===== config.mk =====
export PLATFORM = sky130hd
export DESIGN_NAME = conv_8_32_flat
export DESIGN_NICKNAME = d
export VERILOG_FILES = /design/src/rtl/conv_8_32_if.sv /design/src/rtl/conv_8_32.sv /design/src/flat_wrapper.sv
export SDC_FILE = /design/constraint.sdc
export NUM_CORES = 1
export LEC_CHECK = 0
export ABC_CLOCK_PERIOD_IN_PS = 1900
export BUFFER_PORTS_ARGS = -buffer_cell sky130_fd_sc_hd__buf_2
export CAP_MARGIN = 10
export CORE_MARGIN = 5
export CORE_UTILIZATION = 54
export DETAILED_ROUTE_END_ITERATION = 7
export PLACE_DENSITY_LB_ADDON = 0.2
export SLEW_MARGIN = 40
export SYNTH_ARGS = -nofsm -noshare
export SYNTH_HDL_FRONTEND = slang
export SYNTH_SLANG_ARGS = --single-unit

===== constraint.sdc =====
create_clock -name clk -period 1.9 [get_ports clk]
set_input_delay 0.095 -clock clk [delete_from_list [all_inputs] [get_ports clk]]
set_output_delay 0.095 -clock clk [all_outputs]
set_load 0.02 [all_outputs]

===== src/rtl/conv_8_32_if.sv =====
// Byte-in / word-out bundle for the conv_8_32 deserializer.
// The upstream serializer (master) drives the byte side; conv_8_32 (slave) drives the word side.
interface conv_8_32_if;
    logic        valid_in;
    logic [7:0]  data_in;
    logic [31:0] data_out;
    logic        valid_out;
    logic        frame_err;
    logic [1:0]  byte_cnt;

    modport master (
        output valid_in,
        output data_in,
        input  data_out,
        input  valid_out,
        input  frame_err,
        input  byte_cnt
    );

    modport slave (
        input  valid_in,
        input  data_in,
        output data_out,
        output valid_out,
        output frame_err,
        output byte_cnt
    );
endinterface


===== src/rtl/conv_8_32.sv =====
// Byte-to-word deserializer on the fast (4f) clock: packs four consecutive valid bytes
// into a 32-bit word and stretches valid_out so a 1x-clock consumer can sample it.
module conv_8_32 #(
    parameter bit          MSB_FIRST   = 1'b1,
    parameter int unsigned HOLD_CYCLES = 4     // legal range 1..4
) (
    input  logic        clk,
    input  logic        reset,
    conv_8_32_if.slave  bus
);

    // Handshake: valid-only, no backpressure. A byte is consumed on every rising edge
    // where valid_in=1; valid_out marks data_out as a fresh word and is never stalled.
    typedef enum logic [1:0] {
        COLLECT0 = 2'd0,
        COLLECT1 = 2'd1,
        COLLECT2 = 2'd2,
        COLLECT3 = 2'd3
    } state_t;

    localparam logic [1:0] HOLD_LOAD = 2'(HOLD_CYCLES - 1);

    state_t      state_q, state_d;
    logic [31:0] asm_q, asm_d;
    logic [31:0] data_q, data_d;
    logic        valid_q, valid_d;
    logic [1:0]  hold_q, hold_d;
    logic        err_q, err_d;

    logic [1:0]  cnt;
    logic [1:0]  slot;
    logic [31:0] word;
    logic        complete;

    assign cnt = state_q;

    always_ff @(posedge clk) begin
        if (reset) begin
            state_q <= COLLECT0;
            asm_q   <= '0;
            data_q  <= '0;
            valid_q <= 1'b0;
            hold_q  <= '0;
            err_q   <= 1'b0;
        end else begin
            state_q <= state_d;
            asm_q   <= asm_d;
            data_q  <= data_d;
            valid_q <= valid_d;
            hold_q  <= hold_d;
            err_q   <= err_d;
        end
    end

    always_comb begin
        state_d  = state_q;
        asm_d    = asm_q;
        data_d   = data_q;
        valid_d  = 1'b0;
        hold_d   = hold_q;
        err_d    = 1'b0;
        complete = 1'b0;

        // Slot 3 is the top byte lane; MSB-first order fills lanes 3,2,1,0.
        slot = MSB_FIRST ? ~cnt : cnt;
        word = asm_q;
        word[{slot, 3'b000} +: 8] = bus.data_in;

        if (bus.valid_in) begin
            if (state_q == COLLECT3) begin
                complete = 1'b1;
                data_d   = word;
                asm_d    = '0;
                state_d  = COLLECT0;
            end else begin
                asm_d   = word;
                state_d = state_t'(cnt + 2'd1);
            end
        end else if (state_q != COLLECT0) begin
            // A gap inside a word drops the partial bytes; data_out is left untouched.
            state_d = COLLECT0;
            asm_d   = '0;
            err_d   = 1'b1;
        end

        // A completion reloads the stretch, so back-to-back words keep valid_out high.
        if (complete) begin
            valid_d = 1'b1;
            hold_d  = HOLD_LOAD;
        end else if (hold_q != 2'd0) begin
            valid_d = 1'b1;
            hold_d  = hold_q - 2'd1;
        end else begin
            valid_d = 1'b0;
            hold_d  = 2'd0;
        end
    end

    assign bus.data_out  = data_q;
    assign bus.valid_out = valid_q;
    assign bus.frame_err = err_q;
    assign bus.byte_cnt  = state_q;

endmodule


===== src/flat_wrapper.sv =====
// flat-port wrapper written by rule: the top's interface ports become plain ports
module conv_8_32_flat 
#(
    parameter bit          MSB_FIRST   = 1'b1,
    parameter int unsigned HOLD_CYCLES = 4                        
)
  (clk, reset, bus_valid_in, bus_data_in, bus_data_out, bus_valid_out, bus_frame_err, bus_byte_cnt);
  conv_8_32_if bus_i ();
  input  logic clk;
  input  logic reset;
  input wire logic [$bits(bus_i.valid_in)-1:0] bus_valid_in;
  input wire logic [$bits(bus_i.data_in)-1:0] bus_data_in;
  output wire logic [$bits(bus_i.data_out)-1:0] bus_data_out;
  output wire logic [$bits(bus_i.valid_out)-1:0] bus_valid_out;
  output wire logic [$bits(bus_i.frame_err)-1:0] bus_frame_err;
  output wire logic [$bits(bus_i.byte_cnt)-1:0] bus_byte_cnt;
  assign bus_i.valid_in = bus_valid_in;
  assign bus_i.data_in = bus_data_in;
  assign bus_data_out = bus_i.data_out;
  assign bus_valid_out = bus_i.valid_out;
  assign bus_frame_err = bus_i.frame_err;
  assign bus_byte_cnt = bus_i.byte_cnt;
  conv_8_32 #(.MSB_FIRST(MSB_FIRST), .HOLD_CYCLES(HOLD_CYCLES)) u_core (.clk(clk), .reset(reset), .bus(bus_i));
endmodule

After elaboration in Yosys (flattened, before gate mapping)
Cells that the tools add are included.

Add/sub/neg operators: 3. Muxes and demuxes: 14. Shift-type cells: 2. Bitwise logic cells: 1. Reductions and logical operators: 5. Eq/ne operators: 1.

Operators by type and width (count): 2-to-1 mux 32 bit (3); bitwise mux 32 bit (1); variable shift 8 x 7 -> 32 bit, first input constant (1); variable part select 8 x 7 -> 32 bit (1); 2-to-1 mux 2 bit (5); negation 5 -> 7 bit (1); nonzero test 2 bit (3); 2-to-1 mux 1 bit (5); adder 2 x 1 -> 2 bit, second input constant (1); equality test 2 bit, second input constant (1); NOT 2 bit (1); AND reduction 2 bit (1); OR reduction 2 bit (1); subtractor 2 x 1 -> 2 bit, second input constant (1).

Output and inout bits: 36. Bits in registers: 70.

Depth between registers and ports, before layout
Gate-level depths: netlist of the first run.

Word-level depth: 6. Gate-level depth with buffers: 6.

Least setup slack after synthesis of the first run
Ideal clock, no wire load.

Path type: register to register. Start point: register u_core.state_q[0], in the netlist u_core.bus.byte_cnt[0]. End point: register u_core.data_q[5], in the netlist u_core.bus.data_out[5]. Path slack: 0.106 ns. Required time: 1.822 ns. Data arrival time: 1.716 ns. Clock period less this slack: 1.794 ns. Cell stages (with the launch flop): 7. Cell sequence: dfxtp_1 -> inv_1 -> ha_1 -> and4b_1 -> clkbuf_1 -> a221oi_1 -> nor3_1.

Word-level cells in the longest chain between the ends: 4.

RTL lines: start, declared (line conv_8_32.sv:23) `state_t state_q, state_d;`; start signal, assigned (line conv_8_32.sv:46) `state_q <= state_d;`; NOT 2 bit (line conv_8_32.sv:65) `slot = MSB_FIRST ? ~cnt : cnt;`; negation 5 -> 7 bit (line conv_8_32.sv:67) `word[{slot, 3'b000} +: 8] = bus.data_in;`; variable part select 8 x 7 -> 32 bit / variable shift 8 x 7 -> 32 bit (equally long branches) (line conv_8_32.sv:67); bitwise mux 32 bit (line conv_8_32.sv:67); end signal, assigned (line conv_8_32.sv:48) `data_q <= data_d;`; end, declared (line conv_8_32.sv:25) `logic [31:0] data_q, data_d;`.

Parallel ways exist; a longest one is shown, timed or not. A chain may end at the register's enable or synchronous reset.

Worst setup path in the final report of the first run
Start point: register u_core.state_q[0], in the netlist u_core.bus.byte_cnt[0]. End point: register u_core.asm_q[28].

Word-level cells in the longest chain between the ends: 6.

RTL lines: NOT 2 bit (line conv_8_32.sv:65); negation 5 -> 7 bit (line conv_8_32.sv:67); variable part select 8 x 7 -> 32 bit / variable shift 8 x 7 -> 32 bit (equally long branches) (line conv_8_32.sv:67); bitwise mux 32 bit (line conv_8_32.sv:67); 2-to-1 mux 32 bit (line conv_8_32.sv:70) `if (state_q == COLLECT3) begin`; 2-to-1 mux 32 bit (line conv_8_32.sv:69) `if (bus.valid_in) begin`; end signal, assigned (line conv_8_32.sv:47) `asm_q <= asm_d;`; end, declared (line conv_8_32.sv:24) `logic [31:0] asm_q, asm_d;`.

Parallel ways exist; a longest one is shown, timed or not.

==> results.cfg, run 1 <==
[clocking]
cts.sinks = 70
numCtsBuffers = 9
postCtsHoldBufs = 0
cts_resized = 0
clk_latency_ns = 0.34
clk_pin_slew_ns = 0.07
clk_path_buf_depth = 2
htree_levels = 3
root_buffer = clkbuf_8
cts_tree = done
post_cts_buffers = 0

[sta]
timing.final.crit_share_pct = 92.8
rsz0062_at_grt = no
finalWorstSetupSlack_ns = 0.138
setup_tns_ns = 0
maxSlewViolCount = 0
layout_min_cycle_time_ns = 1.76
skew_ns = 0.00307
hold_viol_final = 0
max_freq_mhz = 567
whs_ns = 0.0598
final-setup-viol-count = 0
maxSlewHeadroom_pct = 54.1
tightest_slew_ns = 0.688

[synthesis]
synth_area_leader_cell = dfxtp_1
synth_cell_types = 30
ys.flop_type = dfxtp_1
synth_edf_count = 0
synth_area_leaders = dfxtp_1 (54%), nand3b_1 (7.2%), a21oi_1 (7.1%)
syn_inst = 272
netlist.area_leader.share_pct = 53.9
syn_area_per_cell_sq_um = 9.55
synth.most_common_cell = dfxtp_1
syn_area_sq_um = 2600
synth_nets = 288
async_flop_share_pct = 0
synth.yosys.seq_area_share_pct = 53.9
ys_ff_latch = 70
synthTopCellsByCount = dfxtp_1 (70), a21oi_1 (37), nand2_1 (30), nand3b_1 (25), a22o_1 (14)
yosys_warnings = 0

[cells_and_area]
utilization_pct = 65.4
num_antenna_cells = 0
final_cell_area_sq_um = 3070
drive_gt1_share_pct = 24.3
fillers = 410
area_delta_synth_final_pct = 18.2
final_cells = 379
final_nets = 336

[setup_path]
worstSetupEndpointType = register
cp-start-kind = register
arrival_ns = 2.04
crit_required_ns = 2.18
worstSetupPathType = reg2reg
path_max_fanout = 9

[global_routing]
grt_pass1_vias = 1942
grt_overflow = 0
antenna_found_initial = 0
grt_max_degree = 33
track_usage_pct = 20.1
grt_pass1_wl_mm = 9.63

[place]
place.gp.congestion = 0.836
dp.cells = 363
numPortBuffers = 46
hpwl_mm = 4.02
post_dp_cell_area_sq_um = 2900
dpl_worst_slack_ns = 0.0446

[routing]
wl_mm = 5.84
first_pass_iters = 6
viasPerCell = 5.47
detail_route.wl_per_cell_um = 15.4
drt-initial-drc-count = 212
drc = 0
vias = 2073
ant_nets = 0

[die]
floorplan.initialDensity_pct = 55.4
io_pins = 47
die_h_um = 79.4
die_w_um = 79.4
placementRows = 25
fp.coreArea_sq_um = 4690
die-area_sq_um = 6300

[power_and_ir_drop]
swShare_pct = 24.1
p_clk_share_pct = 37.5
max-vdd-ir-drop_v = 0.000461
comb_power_share_pct = 7.2
powerDensity_nw_per_um2 = 883
switchingPower_mw = 0.652
pwr-share-seq_pct = 55.4
p_int_mw = 2.06
power_mw = 2.71
power.leakage_nw = 1.24

[status]
outcome = completed

[flow_run]
drv_cap = 0

[hold_path]
hold_class = in2reg
[area by class of cell]
type / instances / area, sq um / share of cell area [%]
flip-flops and latches: 70 / 1400 / 45.7
multi-input cells: 180 / 1110 / 36.1
repair buffers: 55 / 310 / 10.1
clock buffers: 11 / 141 / 4.61
well taps: 54 / 67.6 / 2.20
clock inverters: 5 / 25.0 / 0.815
inverters: 4 / 15.0 / 0.489
[cells in the final DEF, fill, tap and decap left out, drive strengths merged]
cell and n:
a21oi 37, a221oi 8, a22o 14, and2 9
and2b 1, and3 1, and4b 1, buf 55
clkbuf 11, clkinv 5, dfxtp 70, ha 5
inv 4, nand2 30, nand2b 3, nand3 8
nand3b 25, nor2 11, nor2b 1, nor3 9
nor3b 1, o21ai 8, o21ba 1, o2bb2ai 2
o31ai 2, or2 1, or3b 1, or4b 1
[final timing paths]
| check | startpoint | endpoint | slack, ns | depth (start not counted) |
|---|---|---|---|---|
| worst max-delay path | u_core.bus.byte_cnt[0]$_SDFFE_PP0P_ | u_core.asm_q[28]$_SDFFE_PP0P_ | 0.14 | 4 |
| worst min-delay path | bus_valid_in | u_core.bus.frame_err$_SDFF_PP0_ | 0.06 | 2 |
| worst max register to register | u_core.bus.byte_cnt[0]$_SDFFE_PP0P_ | u_core.asm_q[28]$_SDFFE_PP0P_ | 0.14 | 4 |
| worst min register to register | u_core.bus.data_out[20]$_SDFFE_PP0P_ | u_core.bus.data_out[20]$_SDFFE_PP0P_ | 0.45 | 2 |
[routing by layer]
metal,vias to the layer above,share of wire [%],GRT usage [%]
li1,1055,-,-
met3,15,5.3,5.22
met2,64,46,30.5
met4,0,2.2,11.2
met5,-,0,0
met1,939,47,25.8
[state kept, by name, summed over array words and instances (netlist names)]
signal and count:
u_core.bus.valid_out 1, u_core.asm_q 32, u_core.bus.frame_err 1, u_core.hold_q 2
u_core.bus.byte_cnt 2, u_core.bus.data_out 32
[cells by family after synthesis]
kind of cell / after synthesis / synth area share (%)
buffers and inverters: 22 / 3.47
and+or+nand+nor: 103 / 22.1
DFF: 70 / 53.9
AOI/OAI and AO/OA: 72 / 18.1
adders and majority gates: 5 / 2.41
[critical path, cell delays in order, from the launching register on]
cell,delay (ns)
dfxtp_2,0.36
ha_1,0.28
or4b_4,0.57
nor2_2,0.29
a22o_1,0.20
[power groups by stage]
| stage | Combinational, mW | Sequential [mW] | Clock, mW |
|---|---|---|---|
| detailed placement | 0.193 | 1.53 | 0 |
| global route | 0.210 | 1.50 | 1.12 |
| floorplan | 0.112 | 1.54 | 0 |
| CTS | 0.194 | 1.50 | 1.04 |
| finish | 0.195 | 1.50 | 1.01 |
| global placement | 0.190 | 1.53 | 0 |
Power figures use the tool's default switching activity.
==> run 2: changes to the inputs <==
Settings changed: ABC_CLOCK_PERIOD_IN_PS 1900 to 2100, CORE_UTILIZATION 54 to 55.
Clock period 1.9 ns to 2.1 ns, I/O delays scaled along.
==> run 2 against run 1 <==
  * Routed wire length fell by 0.84%
  * Die area fell by 1.6%
  * Fmax fell by 8.4%
  * Hold slack better by 0.013 ns
  * Highest routed layer unchanged
  * Critical endpoint is now u_core.asm_q[12]$_SDFFE_PP0P_
  * Largest power group unchanged
  * Critical path depth increased by 1
==> results.cfg, run 2 (same netlist as run 1, synthesis figures left out) <==
[sta]
maxSlewViolCount = 0
final-setup-viol-count = 0
tightest_slew_ns = 0.634
hold_viol_final = 0
maxSlewHeadroom_pct = 57.5
max_freq_mhz = 520
finalWorstSetupSlack_ns = 0.176
timing.final.crit_share_pct = 91.6
layout_min_cycle_time_ns = 1.92
rsz0062_at_grt = no
setup_tns_ns = 0
skew_ns = 0.00428

[routing]
drt-initial-drc-count = 137
wl_mm = 5.79
first_pass_iters = 4
ant_nets = 0
vias = 2089
viasPerCell = 5.54
drc = 0
detail_route.wl_per_cell_um = 15.4

[cells_and_area]
mostFrequentLayoutCells = dfxtp_1 (70), buf_2 (46), a21oi_1 (37)
drive_gt1_share_pct = 22.9
num_antenna_cells = 0
fillers = 406
final_nets = 334
final_common_cell = dfxtp_1
utilization_pct = 65.2
area_delta_synth_final_pct = 17.1

[power_and_ir_drop]
power_mw = 2.45
comb_power_share_pct = 6.7
p_int_mw = 1.86
power.leakage_nw = 1.23
powerDensity_nw_per_um2 = 805
swShare_pct = 24.1
p_clk_share_pct = 37.9
switchingPower_mw = 0.589
max-vdd-ir-drop_v = 0.000427
pwr-share-seq_pct = 55.4

[place]
hpwl_mm = 3.87
dpl_worst_slack_ns = 0.227
place.gp.congestion = 0.818
numPortBuffers = 46

[clocking]
post_cts_buffers = 0
clk_latency_ns = 0.33
clk_path_buf_depth = 2
postCtsHoldBufs = 0
clk_pin_slew_ns = 0.07
cts_resized = 0
root_buffer = clkbuf_8
numCtsBuffers = 9
cts_tree = done
cts.sinks = 70
htree_levels = 3

[die]
placementRows = 25
floorplan.initialDensity_pct = 55.7
die-area_sq_um = 6200
die_h_um = 78.7
io_pins = 47
fp.coreArea_sq_um = 4660
die_w_um = 78.7

[setup_path]
cp-start-kind = register
crit_required_ns = 2.37
arrival_ns = 2.20
worstSetupEndpointType = register
path_max_fanout = 14
worstSetupPathType = reg2reg

[hold_path]
hold_class = in2reg

[global_routing]
antenna_found_initial = 0
grt_pass1_wl_mm = 9.84
track_usage_pct = 20.5
grt_overflow = 0
grt_max_degree = 30
grt_pass1_vias = 2051

[flow_run]
drv_cap = 0

[status]
outcome = completed
[run 2: cell count changes in the layout (fill, tap and decap cells not counted), sizes merged]
cell      delta
clkbuf       +1
clkinv       -2
buf          -2
clkinvlp     +1
[run 2: metrics by stage]
stage               instance area (sq um)  hold WS [ns]  cells
floorplan                            2600         0.238    272
global placement                     2870         0.409    361
detailed placement                   2870         0.414    361
CTS                                  3040        0.0561    377
global route                         3040        0.0800    377
finish                               3040        0.0729    377
[run 2: metal layers]
metal | routed length (um) | track usage (%)
met1 | 2740 | 26.1
met2 | 2560 | 32.4
met3 | 332 | 3.85
met4 | 155 | 12.1
met5 | 0 | 0
[run 2: worst paths after layout]
kind	startpoint	to	slack, ns	depth (start not counted)
max	u_core.bus.byte_cnt[0]$_SDFFE_PP0P_	u_core.asm_q[12]$_SDFFE_PP0P_	0.18	5
min	bus_data_in[6]	u_core.asm_q[22]$_SDFFE_PP0P_	0.07	3
max reg2reg	u_core.bus.byte_cnt[0]$_SDFFE_PP0P_	u_core.asm_q[12]$_SDFFE_PP0P_	0.18	5
min reg2reg	u_core.bus.data_out[28]$_SDFFE_PP0P_	u_core.bus.data_out[28]$_SDFFE_PP0P_	0.45	2
[run 2: critical path, cell delays in order, from the launching register on]
cell,delay [ns]
dfxtp_1,0.39
inv_1,0.14
ha_1,0.41
or3b_2,0.53
o31ai_2,0.19
a22o_1,0.22
[run 2: layout make-up]
type | count | area (sq um) | area share, %
multi-input cells | 180 | 1110 | 36.4
clock inverters | 4 | 22.5 | 0.741
repair buffers | 53 | 283 | 9.30
flip-flops and latches | 70 | 1400 | 46.1
clock buffers | 12 | 145 | 4.77
inverters | 4 | 15.0 | 0.494
well taps | 54 | 67.6 | 2.22
[run 2: power groups by stage]
stage	logic (mW)	clock network (mW)	registers [mW]
after floorplan	0.101	0	1.39
after global placement	0.162	0	1.39
after detailed placement	0.163	0	1.39
after CTS	0.164	0.948	1.36
after global routing	0.180	1.02	1.36
final	0.164	0.927	1.36
==> run 3: changes to the inputs <==
Settings changed: CAP_MARGIN 10 to 0, MAX_ROUTING_LAYER from default to met4, RECOVER_POWER from default to 100.
==> run 3 against run 2 <==
  * Die area stayed put
  * Critical endpoint unchanged
  * Largest cell class unchanged
  * Cell count stayed put
  * Largest power group unchanged
  * Sequential share of layout area is 0.85 points higher
  * Critical path depth stayed put
  * Non-clock buffer count stayed put
  * Sequential cell count stayed put
  * Via count is 0.34% higher
  * Sequential power hardly changed
==> results.cfg, run 3 (same netlist as run 1, synthesis figures left out) <==
[cells_and_area]
drive_gt1_share_pct = 10.8
multi_input_area_sq_um = 1110
final_nets = 334
mostFrequentLayoutCells = dfxtp_1 (70), clkbuf_1 (40), a21oi_1 (37)
final_cell_area_sq_um = 2990
final_cells = 377
num_antenna_cells = 0
fillers = 420
final_common_cell = dfxtp_1
seqCellArea_sq_um = 1400
area_delta_synth_final_pct = 14.9

[power_and_ir_drop]
power.leakage_nw = 1.06
powerDensity_nw_per_um2 = 819
max-vdd-ir-drop_v = 0.000428

[place]
dp.cells = 361
post_dp_cell_area_sq_um = 2870
numPortBuffers = 46
dpl_worst_slack_ns = 0.227
place.gp.congestion = 0.831
hpwl_mm = 3.87

[setup_path]
cp-start-kind = register
r2r_slack_ns = 0.17
crit_buf_inv = 1
worstSetupPathType = reg2reg
arrival_ns = 2.20
crit_required_ns = 2.37
worstRegToRegCells = 5
worstSetupEndpointType = register
cpPeakStageDelay_ns = 0.53
crit_family = simple AND/OR/NAND/NOR gates
rr_startpoint = u_core.bus.byte_cnt[0]$_SDFFE_PP0P_
slowest_stage = or3b_2
path_cells = inv_1, ha_1, or3b_2, o31ai_2, a22o_1
path_max_fanout = 14
r2r-end = u_core.asm_q[12]$_SDFFE_PP0P_

[global_routing]
grt_overflow = 0
track_usage_pct = 21.1
antenna_found_initial = 0
grt_pass1_wl_mm = 9.84
grt_max_degree = 30
grt_pass1_vias = 2051

[routing]
viasPerCell = 5.56
detail_route.wl_per_cell_um = 15.5
vias = 2096
ant_nets = 0
drc = 0
first_pass_iters = 4
drt-initial-drc-count = 142
wl_mm = 5.85

[sta]
layout_min_cycle_time_ns = 1.93
rsz0062_at_grt = no
skew_ns = 0.00523
finalWorstSetupSlack_ns = 0.173
hold_viol_final = 0
maxSlewViolCount = 0
setup_tns_ns = 0
maxSlewHeadroom_pct = 57.8
whs_ns = 0.0696
timing.final.crit_share_pct = 91.8
final-setup-viol-count = 0
max_freq_mhz = 519
tightest_slew_ns = 0.629

[clocking]
htree_levels = 3
post_cts_buffers = 0
postCtsHoldBufs = 0
clk_pin_slew_ns = 0.07
cts_tree = done
numCtsBuffers = 9
cts_resized = 0
clk_path_buf_depth = 2
cts.sinks = 70
root_buffer = clkbuf_8
clk_latency_ns = 0.33

[hold_path]
min_from = bus_data_in[6]
hold_class = in2reg
hold_depth = 3
min_to = u_core.asm_q[22]$_SDFFE_PP0P_

[die]
io_pins = 47
fp.coreArea_sq_um = 4660
placementRows = 25
die_h_um = 78.7
die_w_um = 78.7
die-area_sq_um = 6200
floorplan.initialDensity_pct = 55.7

[status]
outcome = completed

[flow_run]
drv_cap = 0
## run 3: cell count changes in the layout (fill, tap and decap cells not counted)
cell,previous run,this run
clkbuf_1,2,40
buf_2,46,10
and2_0,0,5
and2_1,9,4
buf_4,7,4
clkbuf_2,0,1
o21ba_1,0,1
o21ba_2,1,0
## run 3: final cells by class
| type | instances | share of cell area, % |
|---|---|---|
| Inverter | 4 | 0.503 |
| Clock inverter | 4 | 0.754 |
| Multi-Input combinational cell | 180 | 37.0 |
| Clock buffer | 12 | 4.86 |
| Timing Repair Buffer | 53 | 7.63 |
| Sequential cell | 70 | 46.9 |
| Tap cell | 54 | 2.26 |
## run 3: per-layer routing
layer  global-route usage, %  part of all wire [%]  vias up
li1                        -                     -     1052
met1                    26.1                    48      972
met2                    32.4                    43       58
met3                    3.85                   6.0       14
met4                    12.1                   2.6        0
met5                       -                     0        -
## run 3: how the worst max path moves through the flow
stage,startpoint,endpoint,cells past startpoint
finish,u_core.bus.byte_cnt[0]$_SDFFE_PP0P_,u_core.asm_q[12]$_SDFFE_PP0P_,5
global route,u_core.bus.byte_cnt[0]$_SDFFE_PP0P_,u_core.asm_q[2]$_SDFFE_PP0P_,5
CTS,u_core.bus.byte_cnt[0]$_SDFFE_PP0P_,u_core.asm_q[12]$_SDFFE_PP0P_,5
detailed placement,u_core.bus.byte_cnt[0]$_SDFFE_PP0P_,u_core.asm_q[8]$_SDFFE_PP0P_,5
global placement,u_core.bus.byte_cnt[0]$_SDFFE_PP0P_,u_core.asm_q[15]$_SDFFE_PP0P_,5
floorplan,u_core.bus.byte_cnt[0]$_SDFFE_PP0P_,u_core.bus.data_out[5]$_SDFFE_PP0P_,6
## run 3: report_power, final
group          leakage [nW]  switching, mW  internal (mW)  total [mW]
clock                0.0861          0.471          0.456       0.927
sequential            0.565         0.0128           1.34        1.36
combinational         0.411          0.106         0.0559       0.162
total                  1.06          0.590           1.85        2.44
## run 3: worst register-to-register path, delay by kind of cell, from the launching register on
family	cells	cell delay [ns]
buffers and inverters	1	0.14
adders and majority gates	1	0.41
DFF	1	0.39
AOI/OAI and AO/OA	2	0.41
and+or+nand+nor	1	0.53
## run 3: per-stage QoR
stage / power [mW] / util [%]
floorplan: 1.49 / -
global placement: 1.55 / 61.6
detailed placement: 1.55 / 61.6
CTS: 2.47 / 65.2
global route: 2.55 / 64.1
finish: 2.44 / 64.1
